File: config.mk
export PLATFORM = sky130hd
export DESIGN_NAME = axi_burst_read_master_flat
export DESIGN_NICKNAME = d
export VERILOG_FILES = /design/src/rtl/axi_burst_read_master_pkg.sv /design/src/rtl/axi_burst_read_master_if.sv /design/src/rtl/axi_burst_read_master_stream_skid_buf2.sv /design/src/rtl/axi_burst_read_master.sv /design/src/flat_wrapper.sv
export SDC_FILE = /design/constraint.sdc
export NUM_CORES = 1
export LEC_CHECK = 0
export ABC_AREA = 1
export CORE_MARGIN = 2
export CORE_UTILIZATION = 55
export CTS_BUF_LIST = sky130_fd_sc_hd__clkbuf_8
export DETAILED_ROUTE_END_ITERATION = 10
export GPL_TIMING_DRIVEN = 0
export PLACE_DENSITY = 0.95
export SLEW_MARGIN = 20
export SYNTH_ARGS = -nofsm -noshare
export SYNTH_HDL_FRONTEND = slang
export SYNTH_HIERARCHICAL = 1
export SYNTH_SLANG_ARGS = --single-unit
File: constraint.sdc
create_clock -name s_aclk -period 6.64 [get_ports s_aclk]
set_clock_uncertainty 0.15 [all_clocks]
set_input_delay 0.996 -clock s_aclk [delete_from_list [all_inputs] [get_ports s_aclk]]
set_output_delay 0.996 -clock s_aclk [all_outputs]
set_load 0.02 [all_outputs]
File: src/rtl/axi_burst_read_master_pkg.sv
// Shared constants, FSM state type and burst-size helper for the AXI4
// burst read master.
//   AXI_SIZE_4B / AXI_BURST_INCR / AXI_RESP_OKAY : fixed AXI encodings
//   AXI_PAGE_BYTES : 4 KB region that no burst may cross
//   rd_state_e     : master FSM states
//   burst_beats()  : beats of the next burst for a given page offset
package axi_burst_read_master_pkg;

  localparam logic [2:0]  AXI_SIZE_4B    = 3'b010;
  localparam logic [1:0]  AXI_BURST_INCR = 2'b01;
  localparam logic [1:0]  AXI_RESP_OKAY  = 2'b00;
  localparam int unsigned AXI_PAGE_BYTES = 4096;

  typedef enum logic [1:0] {
    ST_IDLE,
    ST_ADDR,
    ST_DATA,
    ST_FLUSH
  } rd_state_e;

  // min(remaining, max_burst, words left before the next 4 KB boundary).
  // page_off is word aligned, so the page term is always 1..1024.
  function automatic logic [8:0] burst_beats(input logic [11:0]  page_off,
                                             input logic [15:0]  remaining,
                                             input int unsigned  max_burst);
    logic [12:0] page_bytes;
    logic [16:0] page_words;
    logic [16:0] b;
    page_bytes = 13'(AXI_PAGE_BYTES) - {1'b0, page_off};
    page_words = {6'd0, page_bytes[12:2]};
    b = {1'b0, remaining};
    if (b > 17'(max_burst)) b = 17'(max_burst);
    if (b > page_words)     b = page_words;
    return b[8:0];
  endfunction

endpackage

File: src/rtl/axi_burst_read_master_if.sv
// Bundle of the command, AXI4 read (AR/R) and output stream signals of the
// burst read master.
//   master modport : the read master's view (drives AR, rready, stream)
//   slave  modport : the environment's view (command source, memory, sink)
interface axi_burst_read_master_if #(
  parameter int ADDR_W = 32,
  parameter int DATA_W = 32,
  parameter int ID_W   = 4
);
  logic              cmd_valid;
  logic              cmd_ready;
  logic [ADDR_W-1:0] cmd_addr;
  logic [15:0]       cmd_words;
  logic              done;
  logic              err;

  logic [ID_W-1:0]   m_axi_arid;
  logic [ADDR_W-1:0] m_axi_araddr;
  logic [7:0]        m_axi_arlen;
  logic [2:0]        m_axi_arsize;
  logic [1:0]        m_axi_arburst;
  logic              m_axi_arvalid;
  logic              m_axi_arready;

  logic [ID_W-1:0]   m_axi_rid;
  logic [DATA_W-1:0] m_axi_rdata;
  logic [1:0]        m_axi_rresp;
  logic              m_axi_rlast;
  logic              m_axi_rvalid;
  logic              m_axi_rready;

  logic [DATA_W-1:0] out_data;
  logic              out_valid;
  logic              out_ready;
  logic              out_last;

  modport master (
    input  cmd_valid, cmd_addr, cmd_words,
    output cmd_ready, done, err,
    output m_axi_arid, m_axi_araddr, m_axi_arlen, m_axi_arsize, m_axi_arburst,
    output m_axi_arvalid,
    input  m_axi_arready,
    input  m_axi_rid, m_axi_rdata, m_axi_rresp, m_axi_rlast, m_axi_rvalid,
    output m_axi_rready,
    output out_data, out_valid, out_last,
    input  out_ready
  );

  modport slave (
    output cmd_valid, cmd_addr, cmd_words,
    input  cmd_ready, done, err,
    input  m_axi_arid, m_axi_araddr, m_axi_arlen, m_axi_arsize, m_axi_arburst,
    input  m_axi_arvalid,
    output m_axi_arready,
    output m_axi_rid, m_axi_rdata, m_axi_rresp, m_axi_rlast, m_axi_rvalid,
    input  m_axi_rready,
    input  out_data, out_valid, out_last,
    output out_ready
  );
endinterface

File: src/rtl/axi_burst_read_master_stream_skid_buf2.sv
// Two-entry registered valid/ready buffer carrying a data word plus a last
// flag. The head register drives the output directly.
//   clk_i, rst_i            : clock, async active-high reset
//   in_valid_i/in_ready_o   : upstream handshake, in_data_i/in_last_i payload
//   out_valid_o/out_ready_i : downstream handshake, out_data_o/out_last_o
//   empty_o                 : no entries held
module axi_burst_read_master_stream_skid_buf2 #(
  parameter int DATA_W = 32
) (
  input  logic              clk_i,
  input  logic              rst_i,
  input  logic              in_valid_i,
  output logic              in_ready_o,
  input  logic [DATA_W-1:0] in_data_i,
  input  logic              in_last_i,
  output logic              out_valid_o,
  input  logic              out_ready_i,
  output logic [DATA_W-1:0] out_data_o,
  output logic              out_last_o,
  output logic              empty_o
);

  logic [1:0]        cnt_q, cnt_d;
  logic [DATA_W-1:0] head_data_q, head_data_d, tail_data_q, tail_data_d;
  logic              head_last_q, head_last_d, tail_last_q, tail_last_d;
  logic              push, pop;

  // Full buffer still accepts when the head leaves in the same cycle.
  assign in_ready_o  = (cnt_q != 2'd2) || out_ready_i;
  assign out_valid_o = (cnt_q != 2'd0);
  assign out_data_o  = head_data_q;
  assign out_last_o  = head_last_q;
  assign empty_o     = (cnt_q == 2'd0);

  assign push = in_valid_i && in_ready_o;
  assign pop  = out_valid_o && out_ready_i;

  always_comb begin
    cnt_d       = cnt_q;
    head_data_d = head_data_q;
    head_last_d = head_last_q;
    tail_data_d = tail_data_q;
    tail_last_d = tail_last_q;
    case (cnt_q)
      2'd0: begin
        if (push) begin
          head_data_d = in_data_i;
          head_last_d = in_last_i;
          cnt_d       = 2'd1;
        end
      end
      2'd1: begin
        if (push && pop) begin
          head_data_d = in_data_i;
          head_last_d = in_last_i;
        end else if (push) begin
          tail_data_d = in_data_i;
          tail_last_d = in_last_i;
          cnt_d       = 2'd2;
        end else if (pop) begin
          cnt_d = 2'd0;
        end
      end
      default: begin
        if (pop) begin
          head_data_d = tail_data_q;
          head_last_d = tail_last_q;
          if (push) begin
            tail_data_d = in_data_i;
            tail_last_d = in_last_i;
          end else begin
            cnt_d = 2'd1;
          end
        end
      end
    endcase
  end

  always_ff @(posedge clk_i or posedge rst_i) begin
    if (rst_i) begin
      cnt_q       <= 2'd0;
      head_data_q <= '0;
      head_last_q <= 1'b0;
      tail_data_q <= '0;
      tail_last_q <= 1'b0;
    end else begin
      cnt_q       <= cnt_d;
      head_data_q <= head_data_d;
      head_last_q <= head_last_d;
      tail_data_q <= tail_data_d;
      tail_last_q <= tail_last_d;
    end
  end

endmodule

File: src/rtl/axi_burst_read_master.sv
// AXI4 read-only master: fetches cmd_words 32-bit words from cmd_addr as
// INCR bursts (<= MAX_BURST beats, never crossing 4 KB, one outstanding)
// and streams them out through a 2-entry buffer.
//   s_aclk, s_areset : clock, async active-high reset
//   bus (master)     : command, AXI AR/R channels, output word stream
//
// state    | meaning
// ST_IDLE  | cmd_ready high, waiting for a command
// ST_ADDR  | AR request for the next burst held until arready
// ST_DATA  | receiving the beats of the current burst
// ST_FLUSH | all beats received, waiting for the buffer to drain
module axi_burst_read_master
  import axi_burst_read_master_pkg::*;
#(
  parameter int ADDR_W    = 32,
  parameter int DATA_W    = 32,
  parameter int ID_W      = 4,
  parameter int ARID_VAL  = 0,
  parameter int MAX_BURST = 16
) (
  input logic                      s_aclk,
  input logic                      s_areset,
  axi_burst_read_master_if.master  bus
);

  rd_state_e         state_q, state_d;
  logic [ADDR_W-1:0] addr_q, addr_d;
  logic [15:0]       rem_q, rem_d;
  logic [15:0]       total_q, total_d;
  logic [15:0]       word_cnt_q, word_cnt_d;
  logic [8:0]        beat_cnt_q, beat_cnt_d;
  logic              err_q, err_d;

  logic [8:0]        beats;
  logic              final_beat;
  logic              rready;
  logic              r_hs;
  logic              buf_in_ready;
  logic              buf_empty;
  logic              word_last;
  logic              done;
  logic              unused_bits;

  assign beats      = burst_beats(addr_q[11:0], rem_q, MAX_BURST);
  assign final_beat = (beat_cnt_q == beats - 9'd1);
  assign rready     = (state_q == ST_DATA) && buf_in_ready;
  assign r_hs       = rready && bus.m_axi_rvalid;
  assign word_last  = ((word_cnt_q + 16'd1) == total_q);

  assign unused_bits = ^{bus.m_axi_rid, bus.cmd_addr[1:0]};

  always_comb begin
    state_d    = state_q;
    addr_d     = addr_q;
    rem_d      = rem_q;
    total_d    = total_q;
    word_cnt_d = word_cnt_q;
    beat_cnt_d = beat_cnt_q;
    err_d      = err_q;
    done       = 1'b0;
    case (state_q)
      ST_IDLE: begin
        if (bus.cmd_valid && !s_areset) begin
          addr_d     = {bus.cmd_addr[ADDR_W-1:2], 2'b00};
          rem_d      = bus.cmd_words;
          total_d    = bus.cmd_words;
          word_cnt_d = 16'd0;
          beat_cnt_d = 9'd0;
          err_d      = 1'b0;
          state_d    = (bus.cmd_words == 16'd0) ? ST_FLUSH : ST_ADDR;
        end
      end
      ST_ADDR: begin
        if (bus.m_axi_arready) state_d = ST_DATA;
      end
      ST_DATA: begin
        if (r_hs) begin
          word_cnt_d = word_cnt_q + 16'd1;
          if (bus.m_axi_rresp != AXI_RESP_OKAY) err_d = 1'b1;
          // rlast must coincide with the expected final beat; the burst
          // length is ours, so a wrong rlast only flags the error.
          if (bus.m_axi_rlast != final_beat) err_d = 1'b1;
          if (final_beat) begin
            beat_cnt_d = 9'd0;
            addr_d     = addr_q + (ADDR_W'(beats) << 2);
            rem_d      = rem_q - 16'(beats);
            state_d    = (rem_q == 16'(beats)) ? ST_FLUSH : ST_ADDR;
          end else begin
            beat_cnt_d = beat_cnt_q + 9'd1;
          end
        end
      end
      ST_FLUSH: begin
        if (buf_empty) begin
          done    = 1'b1;
          state_d = ST_IDLE;
        end
      end
      default: state_d = ST_IDLE;
    endcase
  end

  always_ff @(posedge s_aclk or posedge s_areset) begin
    if (s_areset) begin
      state_q    <= ST_IDLE;
      addr_q     <= '0;
      rem_q      <= 16'd0;
      total_q    <= 16'd0;
      word_cnt_q <= 16'd0;
      beat_cnt_q <= 9'd0;
      err_q      <= 1'b0;
    end else begin
      state_q    <= state_d;
      addr_q     <= addr_d;
      rem_q      <= rem_d;
      total_q    <= total_d;
      word_cnt_q <= word_cnt_d;
      beat_cnt_q <= beat_cnt_d;
      err_q      <= err_d;
    end
  end

  axi_burst_read_master_stream_skid_buf2 #(.DATA_W(DATA_W)) u_obuf (
    .clk_i       (s_aclk),
    .rst_i       (s_areset),
    .in_valid_i  ((state_q == ST_DATA) && bus.m_axi_rvalid),
    .in_ready_o  (buf_in_ready),
    .in_data_i   (bus.m_axi_rdata),
    .in_last_i   (word_last),
    .out_valid_o (bus.out_valid),
    .out_ready_i (bus.out_ready),
    .out_data_o  (bus.out_data),
    .out_last_o  (bus.out_last),
    .empty_o     (buf_empty)
  );

  // cmd_ready is gated by reset so it reads 0 while reset is held.
  assign bus.cmd_ready     = (state_q == ST_IDLE) && !s_areset;
  assign bus.done          = done;
  assign bus.err           = err_q;
  assign bus.m_axi_arid    = ID_W'(ARID_VAL);
  assign bus.m_axi_araddr  = addr_q;
  assign bus.m_axi_arlen   = (state_q == ST_ADDR) ? 8'(beats - 9'd1) : 8'd0;
  assign bus.m_axi_arsize  = AXI_SIZE_4B;
  assign bus.m_axi_arburst = AXI_BURST_INCR;
  assign bus.m_axi_arvalid = (state_q == ST_ADDR);
  assign bus.m_axi_rready  = rready;

endmodule
File: src/flat_wrapper.sv
// flat-port wrapper written by rule: the top's interface ports become plain ports
module axi_burst_read_master_flat import axi_burst_read_master_pkg::*;
#(
  parameter int ADDR_W    = 32,
  parameter int DATA_W    = 32,
  parameter int ID_W      = 4,
  parameter int ARID_VAL  = 0,
  parameter int MAX_BURST = 16
)
  (s_aclk, s_areset, bus_cmd_valid, bus_cmd_addr, bus_cmd_words, bus_cmd_ready, bus_done, bus_err, bus_m_axi_arid, bus_m_axi_araddr, bus_m_axi_arlen, bus_m_axi_arsize, bus_m_axi_arburst, bus_m_axi_arvalid, bus_m_axi_arready, bus_m_axi_rid, bus_m_axi_rdata, bus_m_axi_rresp, bus_m_axi_rlast, bus_m_axi_rvalid, bus_m_axi_rready, bus_out_data, bus_out_valid, bus_out_last, bus_out_ready);
  axi_burst_read_master_if #(.ADDR_W(ADDR_W), .DATA_W(DATA_W), .ID_W(ID_W)) bus_i ();
  input logic s_aclk;
  input logic s_areset;
  input wire logic [$bits(bus_i.cmd_valid)-1:0] bus_cmd_valid;
  input wire logic [$bits(bus_i.cmd_addr)-1:0] bus_cmd_addr;
  input wire logic [$bits(bus_i.cmd_words)-1:0] bus_cmd_words;
  output wire logic [$bits(bus_i.cmd_ready)-1:0] bus_cmd_ready;
  output wire logic [$bits(bus_i.done)-1:0] bus_done;
  output wire logic [$bits(bus_i.err)-1:0] bus_err;
  output wire logic [$bits(bus_i.m_axi_arid)-1:0] bus_m_axi_arid;
  output wire logic [$bits(bus_i.m_axi_araddr)-1:0] bus_m_axi_araddr;
  output wire logic [$bits(bus_i.m_axi_arlen)-1:0] bus_m_axi_arlen;
  output wire logic [$bits(bus_i.m_axi_arsize)-1:0] bus_m_axi_arsize;
  output wire logic [$bits(bus_i.m_axi_arburst)-1:0] bus_m_axi_arburst;
  output wire logic [$bits(bus_i.m_axi_arvalid)-1:0] bus_m_axi_arvalid;
  input wire logic [$bits(bus_i.m_axi_arready)-1:0] bus_m_axi_arready;
  input wire logic [$bits(bus_i.m_axi_rid)-1:0] bus_m_axi_rid;
  input wire logic [$bits(bus_i.m_axi_rdata)-1:0] bus_m_axi_rdata;
  input wire logic [$bits(bus_i.m_axi_rresp)-1:0] bus_m_axi_rresp;
  input wire logic [$bits(bus_i.m_axi_rlast)-1:0] bus_m_axi_rlast;
  input wire logic [$bits(bus_i.m_axi_rvalid)-1:0] bus_m_axi_rvalid;
  output wire logic [$bits(bus_i.m_axi_rready)-1:0] bus_m_axi_rready;
  output wire logic [$bits(bus_i.out_data)-1:0] bus_out_data;
  output wire logic [$bits(bus_i.out_valid)-1:0] bus_out_valid;
  output wire logic [$bits(bus_i.out_last)-1:0] bus_out_last;
  input wire logic [$bits(bus_i.out_ready)-1:0] bus_out_ready;
  assign bus_i.cmd_valid = bus_cmd_valid;
  assign bus_i.cmd_addr = bus_cmd_addr;
  assign bus_i.cmd_words = bus_cmd_words;
  assign bus_cmd_ready = bus_i.cmd_ready;
  assign bus_done = bus_i.done;
  assign bus_err = bus_i.err;
  assign bus_m_axi_arid = bus_i.m_axi_arid;
  assign bus_m_axi_araddr = bus_i.m_axi_araddr;
  assign bus_m_axi_arlen = bus_i.m_axi_arlen;
  assign bus_m_axi_arsize = bus_i.m_axi_arsize;
  assign bus_m_axi_arburst = bus_i.m_axi_arburst;
  assign bus_m_axi_arvalid = bus_i.m_axi_arvalid;
  assign bus_i.m_axi_arready = bus_m_axi_arready;
  assign bus_i.m_axi_rid = bus_m_axi_rid;
  assign bus_i.m_axi_rdata = bus_m_axi_rdata;
  assign bus_i.m_axi_rresp = bus_m_axi_rresp;
  assign bus_i.m_axi_rlast = bus_m_axi_rlast;
  assign bus_i.m_axi_rvalid = bus_m_axi_rvalid;
  assign bus_m_axi_rready = bus_i.m_axi_rready;
  assign bus_out_data = bus_i.out_data;
  assign bus_out_valid = bus_i.out_valid;
  assign bus_out_last = bus_i.out_last;
  assign bus_i.out_ready = bus_out_ready;
  axi_burst_read_master #(.ADDR_W(ADDR_W), .DATA_W(DATA_W), .ID_W(ID_W), .ARID_VAL(ARID_VAL), .MAX_BURST(MAX_BURST)) u_core (.s_aclk(s_aclk), .s_areset(s_areset), .bus(bus_i));
endmodule
# Word level (Yosys, flattened, before mapping)
# Cells that the tools add are included.
dict set report word_totals {
  regBits 160
  in_bits 93
  out_inout_bits 88
  word_cells 123
}
dict set report classes {
  add_sub_neg 6
  magnitude_cmp 2
  eq_ne 20
  n_mux 56
  n_bitwise 1
  reduce_logical 26
}
# cell count
set ops {}
lappend ops {{32-bit two-way mux} 9}
lappend ops {{32-bit one-hot mux with 2 select lines} 3}
lappend ops {{16-bit two-way mux} 6}
lappend ops {{16-bit one-hot mux with 2 select lines} 2}
lappend ops {{9-bit two-way mux} 4}
lappend ops {{32-bit by 11-bit adder with 32-bit output} 1}
lappend ops {{2-bit two-way mux} 13}
lappend ops {{9-bit one-hot mux with 2 select lines} 1}
lappend ops {{16-bit by 1-bit adder with 16-bit output, second input constant} 1}
lappend ops {{16-bit == test} 1}
lappend ops {{16-bit by 9-bit == test with 1-bit output} 1}
lappend ops {{16-bit by 11-bit > comparator with 1-bit output} 1}
lappend ops {{16-bit by 5-bit > comparator with 1-bit output, second input constant} 1}
lappend ops {{16-bit logical NOT} 1}
lappend ops {{16-bit by 9-bit subtractor with 16-bit output} 1}
lappend ops {{13-bit by 12-bit subtractor with 13-bit output, first input constant} 1}
lappend ops {{1-bit two-way mux} 12}
lappend ops {{2-bit by 1-bit inequality test with 1-bit output, second input constant} 5}
lappend ops {{5-bit AND reduction} 2}
lappend ops {{9-bit by 1-bit adder with 9-bit output, second input constant} 1}
lappend ops {{9-bit == test} 1}
lappend ops {{3-bit AND reduction} 3}
lappend ops {{9-bit by 1-bit subtractor with 9-bit output, second input constant} 1}
lappend ops {{1-bit logical AND} 8}
lappend ops {{18 further kinds} 31}

# Depth between registers and ports, before layout
# Gate-level depths: netlist of the first run.
dict set report depth {
  depth_word 10
  mapped_depth 37
  mapped_depth_nobuf 37
}

# Modules after synthesis
# Netlist of the first run, hierarchy kept.
# module instances cells_each area_per_inst_um2 seq_area_each_um2
set modules_own_cells {}
lappend modules_own_cells {axi_burst_read_master 1 1041 7234.4 2252.2}
lappend modules_own_cells {axi_burst_read_master_stream_skid_buf2 1 415 3171.8 1701.6}

# Worst setup path before layout of the first run
# No wires, ideal clock.
dict set report synth_path {
  path_kind {reg2reg}
  start {reg u_core.addr_q[2], in the netlist u_core/bus.m_axi_araddr[2]}
  end {reg u_core.addr_q[28], in the netlist u_core/bus.m_axi_araddr[28]}
  setup_ns 0.128
  arrival_time_ns 4.521
  required_ns 6.362
  path_slack_ns 1.841
  path_stages_with_launch 35
  n_path_buf 0
  synth_period_minus_slack_ns 4.799
  cell_sequence {dfrtp_1 -> inv_1 -> ha_1 -> nand4_1 -> xor2_1 -> inv_1 -> ha_1 -> nand2_1 -> nor2_1 -> nor2_1 -> nand2_1 -> nand2_2 -> nand2_4 -> nand3_1 -> nand2_2 -> inv_2 -> ha_1 -> inv_1 -> fa_1 -> or2_2 -> o21ai_1 -> a21oi_1 -> o21ai_1 -> nand3_1 -> nand2_1 -> nand2_1 -> inv_2 -> nand2_1 -> nor3_2 -> nand4_1 -> xor2_1 -> nand2_1 -> nand2_1 -> nand2_1 -> o21ai_0}
}
dict set report synth_via {
  elab_chain_cells 7
  elab_cells_between_ends 11
  cone_classes {add/sub (3); order compare (1); eq/ne (2); mux (4); reduce/logical (1)}
}
# element line
set synth_rtl {}
lappend synth_rtl {{start: declaration} axi_burst_read_master.sv:27} ;# logic [ADDR_W-1:0] addr_q, addr_d;
lappend synth_rtl {{start signal: assignment} axi_burst_read_master.sv:114} ;# addr_q <= addr_d;
lappend synth_rtl {{13-bit by 12-bit subtractor with 13-bit output} axi_burst_read_master_pkg.sv:29} ;# page_bytes = 13'(AXI_PAGE_BYTES) - {1'b0, page_off};
lappend synth_rtl {{16-bit by 11-bit > comparator with 1-bit output} axi_burst_read_master_pkg.sv:33} ;# if (b > page_words) b = page_words;
lappend synth_rtl {{9-bit two-way mux} axi_burst_read_master_pkg.sv:33}
lappend synth_rtl {{32-bit by 11-bit adder with 32-bit output or 9-bit by 1-bit subtractor with 9-bit output (tied branches)} {axi_burst_read_master.sv:85, axi_burst_read_master.sv:45}}
lappend synth_rtl {{32-bit two-way mux or 9-bit == test (tied branches)} {axi_burst_read_master.sv:83, axi_burst_read_master.sv:45}}
lappend synth_rtl {{32-bit two-way mux or 2-bit by 1-bit inequality test with 1-bit output (tied branches)} --}
lappend synth_rtl {{32-bit one-hot mux with 2 select lines or 4-bit AND reduction (tied branches)} --}
# Parallel ways exist; a longest one is shown, timed or not. The select of a mux whose other input is x is not followed.
# A chain may end at the register's enable or synchronous reset.

# Worst setup path in the final report of the first run
dict set report layout_path {
  start {reg u_core.addr_q[2], in the netlist u_core/bus.m_axi_araddr[2]}
  end {out bus_m_axi_arlen[6]}
}
dict set report layout_via {
  elab_chain_cells 5
}
# element line
set layout_rtl {}
lappend layout_rtl {{13-bit by 12-bit subtractor with 13-bit output *} axi_burst_read_master_pkg.sv:29}
lappend layout_rtl {{16-bit by 11-bit > comparator with 1-bit output} axi_burst_read_master_pkg.sv:33}
lappend layout_rtl {{9-bit two-way mux *} axi_burst_read_master_pkg.sv:33}
lappend layout_rtl {{9-bit by 1-bit subtractor with 9-bit output *} --}
lappend layout_rtl {{8-bit two-way mux *} axi_burst_read_master.sv:143} ;# assign bus.m_axi_arlen = (state_q == ST_ADDR) ? 8'(beats - 9'd1) : 8'd0;
lappend layout_rtl {{end: declaration} flat_wrapper.sv:22} ;# output wire logic [$bits(bus_i.m_axi_arlen)-1:0] bus_m_axi_arlen;
# Every way passes the cells marked *; elsewhere a longest branch is shown, timed or not.

==> results of run 1 <==
[cell families after synthesis]
kind of cell	share of synthesized area [%]
simple gates	34.00
buf+inv	9.571
compound gates	9.511
flops	37.99
xor+xnor	3.956
fa+ha+maj	4.473
mux	0.4208
other cells	0.07217
[worst max-delay path, cell delays in order, from the launching register on]
cell,delay [ns]
dfrtp_1,0.46
nor3_1,0.33
nand3_1,0.17
nor2_1,0.17
xnor2_1,0.14
inv_1,0.09
ha_1,0.29
nand2_1,0.10
nor2_1,0.05
nor2_1,0.08
nand2_1,0.07
nand2_2,0.08
nand2_4,0.08
nand2_2,0.09
buf_6,0.16
nand2_1,0.07
nand2_2,0.17
ha_1,0.28
nand3_1,0.12
nor2_2,0.20
nand2_1,0.07
nand2_1,0.08
nand2_1,0.08
nor2_1,0.11
clkdlybuf4s50_1,0.62
[cells in the final DEF, fill, tap and decap left out, types with 27 or more instances in the layout]
master and n:
dfrtp_1 158, inv_1 136, clkdlybuf4s50_1 163, nand3_1 128, nand2_1 531, o21ai_0 63
nor2_1 81, xor2_1 37, o21ai_2 27, ha_1 34
[through the flow]
step / instances / power [mW] / util (%) / worst slack, ns
CTS: 1902 / 6.424 / 68.99 / 0.8859
global placement: 1868 / 5.488 / 66.44 / 0.5530
finish: 1902 / 6.482 / 68.99 / 0.8587
global route: 1902 / 6.976 / 68.99 / 0.2946
floorplan: 1471 / 4.372 / - / 1.841
detailed placement: 1870 / 5.631 / 66.78 / 1.005
[power breakdown]
group	switching, mW	internal (mW)	leakage (nW)
Combinational	2.52	1.50	4.24
Sequential	0.340	1.36	2.00
Clock	0.411	0.348	0.211
[metal layers]
metal  vias up  track usage [%]  routed length [um]
li1       5021                -                   -
met1      4875            37.65               11860
met2       632            52.86               14700
met3       114            5.906                2807
met4         0            14.16                1220
met5         -                0                   0
[path summary, 6_finish.rpt]
path                                               start                            end  slack, ns  cells past startpoint
max                           u_core/bus.m_axi_araddr[2]             bus_m_axi_arlen[6]       0.86                     24
max in group asynchronous                       s_areset    u_core/bus.m_axi_araddr[23]       4.87                      3
min in group asynchronous                       s_areset  u_core/u_obuf/tail_data_q[18]       0.79                      2
max reg2reg                   u_core/bus.m_axi_araddr[2]    u_core/bus.m_axi_araddr[25]       0.87                     34
min reg2reg                u_core/u_obuf/tail_data_q[26]  u_core/u_obuf/tail_data_q[26]       0.33                      2
min                        u_core/u_obuf/tail_data_q[26]  u_core/u_obuf/tail_data_q[26]       0.33                      2
[registers in the layout (all words and copies together), names as in the netlist]
signal and count:
u_core/u_obuf/cnt_q 2, u_core/u_obuf/tail_data_q 32, u_core/total_q 16, u_core/bus.m_axi_araddr 30
u_core/rem_q 16, u_core/state_q 2, u_core/u_obuf/tail_last_q 1, u_core/beat_cnt_q 9
u_core/u_obuf/out_last_o 1, u_core/bus.err 1, u_core/word_cnt_q 16, u_core/u_obuf/out_data_o 32
[layout make-up]
type / count / area, um^2
buffer: 66 / 422.9
timing repair buffer: 165 / 1687
clock buffer: 17 / 234.0
inverter: 152 / 580.6
fill: 1420 / 5782
sequential: 158 / 3954
multi-input combinational: 1095 / 5513
tap: 234 / 292.8
clock inverter: 15 / 177.7
==> flow_summary.toml, run 1 <==
[run_status]
outcome = "finished clean"

[synthesis]
yosysSeqAreaShare_pct = 37.99
synth_common_cells = "nand2_1 (531), dfrtp_1 (158), inv_1 (138), nand3_1 (128), nor2_1 (81)"
syn-instance-count = 1456
ys.warnings.count = 6
synth_area_leaders = "dfrtp_1 (38%), nand2_1 (19%), nand3_1 (6.2%)"
synth-edff-count = 0
ys_types = 52
ys.flop_type = "dfrtp_1"
synth_top_area_share_pct = 37.99
synth_most_common_cell = "nand2_1"
syn_area_per_cell_um2 = 7.147
synth-seq-cells = 158
synth.largest_area_cell = "dfrtp_1"
async_reset_ff_share_pct = 100.0
synth_area_um2 = 10410

[sta]
relSlewSlack_pct = 54.54
min_period_ns = 5.781
rsz0062_at_grt = "no"
worstMarginPinSlew_ns = 0.6820
slew_viol_final = 0
tns_ns = 0
hold_ws_ns = 0.3271
fmax_mhz = 173.0
period_share_pct = 87.07
setup_violations = 0
finalHoldViolCount = 0

[clocking]
clk_pin_slew_ns = 0.10
htreeDepth = 4
cts_tree = "yes"
clock-sinks = 158
post_cts_resize_count = 0
ctsHoldBuffers = 0
post_cts_buffers = 0
clk_latency_ns = 0.47
clock-root-buffer = "clkbuf_8"
cts_buffers = 17
cts_buffer_depth = 2

[floorplanning]
fp.dieArea_um2 = 20040
die_h_um = 141.6
die_x_um = 141.6
pin_count = 181
start_util_pct = 55.82
rows = 50
core_um2 = 18640

[finish]
n_antenna_cell = 0
drive_gt1_share_pct = 10.13
area_growth_pct = 23.59
finalInstanceArea_um2 = 12860
nNetsFinal = 1784

[setup_path]
worstSetupPathType = "flop to primary output"
path_max_fanout = 10
cp-start-kind = "flop"
cp-end-kind = "primary output"
required_ns = 5.49
arrival_ns = 4.64

[global_route]
grt_pass1_wl_um = 49380
grt_start_max_net_pins = 64
grt_pass1_vias = 10260
grt.overflow.total = 0
grt_usage_pct = 30.79
antenna_found_initial = 0

[routing]
drc_errors = 0
num_vias = 10640
routed_wl_um = 30590
first_pass_iters = 6
antenna_left = 0
wire_per_inst_um = 16.08
via_per_inst = 5.595
first_iter_violations = 1157

[placed_design]
dp_hpwl_um = 22740
place_congestion = 0.9389
dpl-instance-area_um2 = 12450
io_buffers = 163

[flow_run]
drv_cap = 0

[power_and_ir_drop]
p_leak_nw = 6.455
ir_drop_mv = 0.3496
power.density_nw_per_um2 = 504.0

[worst_hold_path]
hold_class = "flop to flop"
No activity file was read; power rests on OpenSTA's default activity.
==> run 2: changes to the inputs <==
--- a/config.mk
+++ b/config.mk
@@ -9,6 +9,7 @@
 export CORE_MARGIN = 2
 export CORE_UTILIZATION = 55
 export CTS_BUF_LIST = sky130_fd_sc_hd__clkbuf_8
+export CTS_CLUSTER_SIZE = 30
 export DETAILED_ROUTE_END_ITERATION = 10
 export GPL_TIMING_DRIVEN = 0
 export PLACE_DENSITY = 0.95
==> results of run 2 <==
The final DEF is identical to that of run 1; final timing and power are the same.
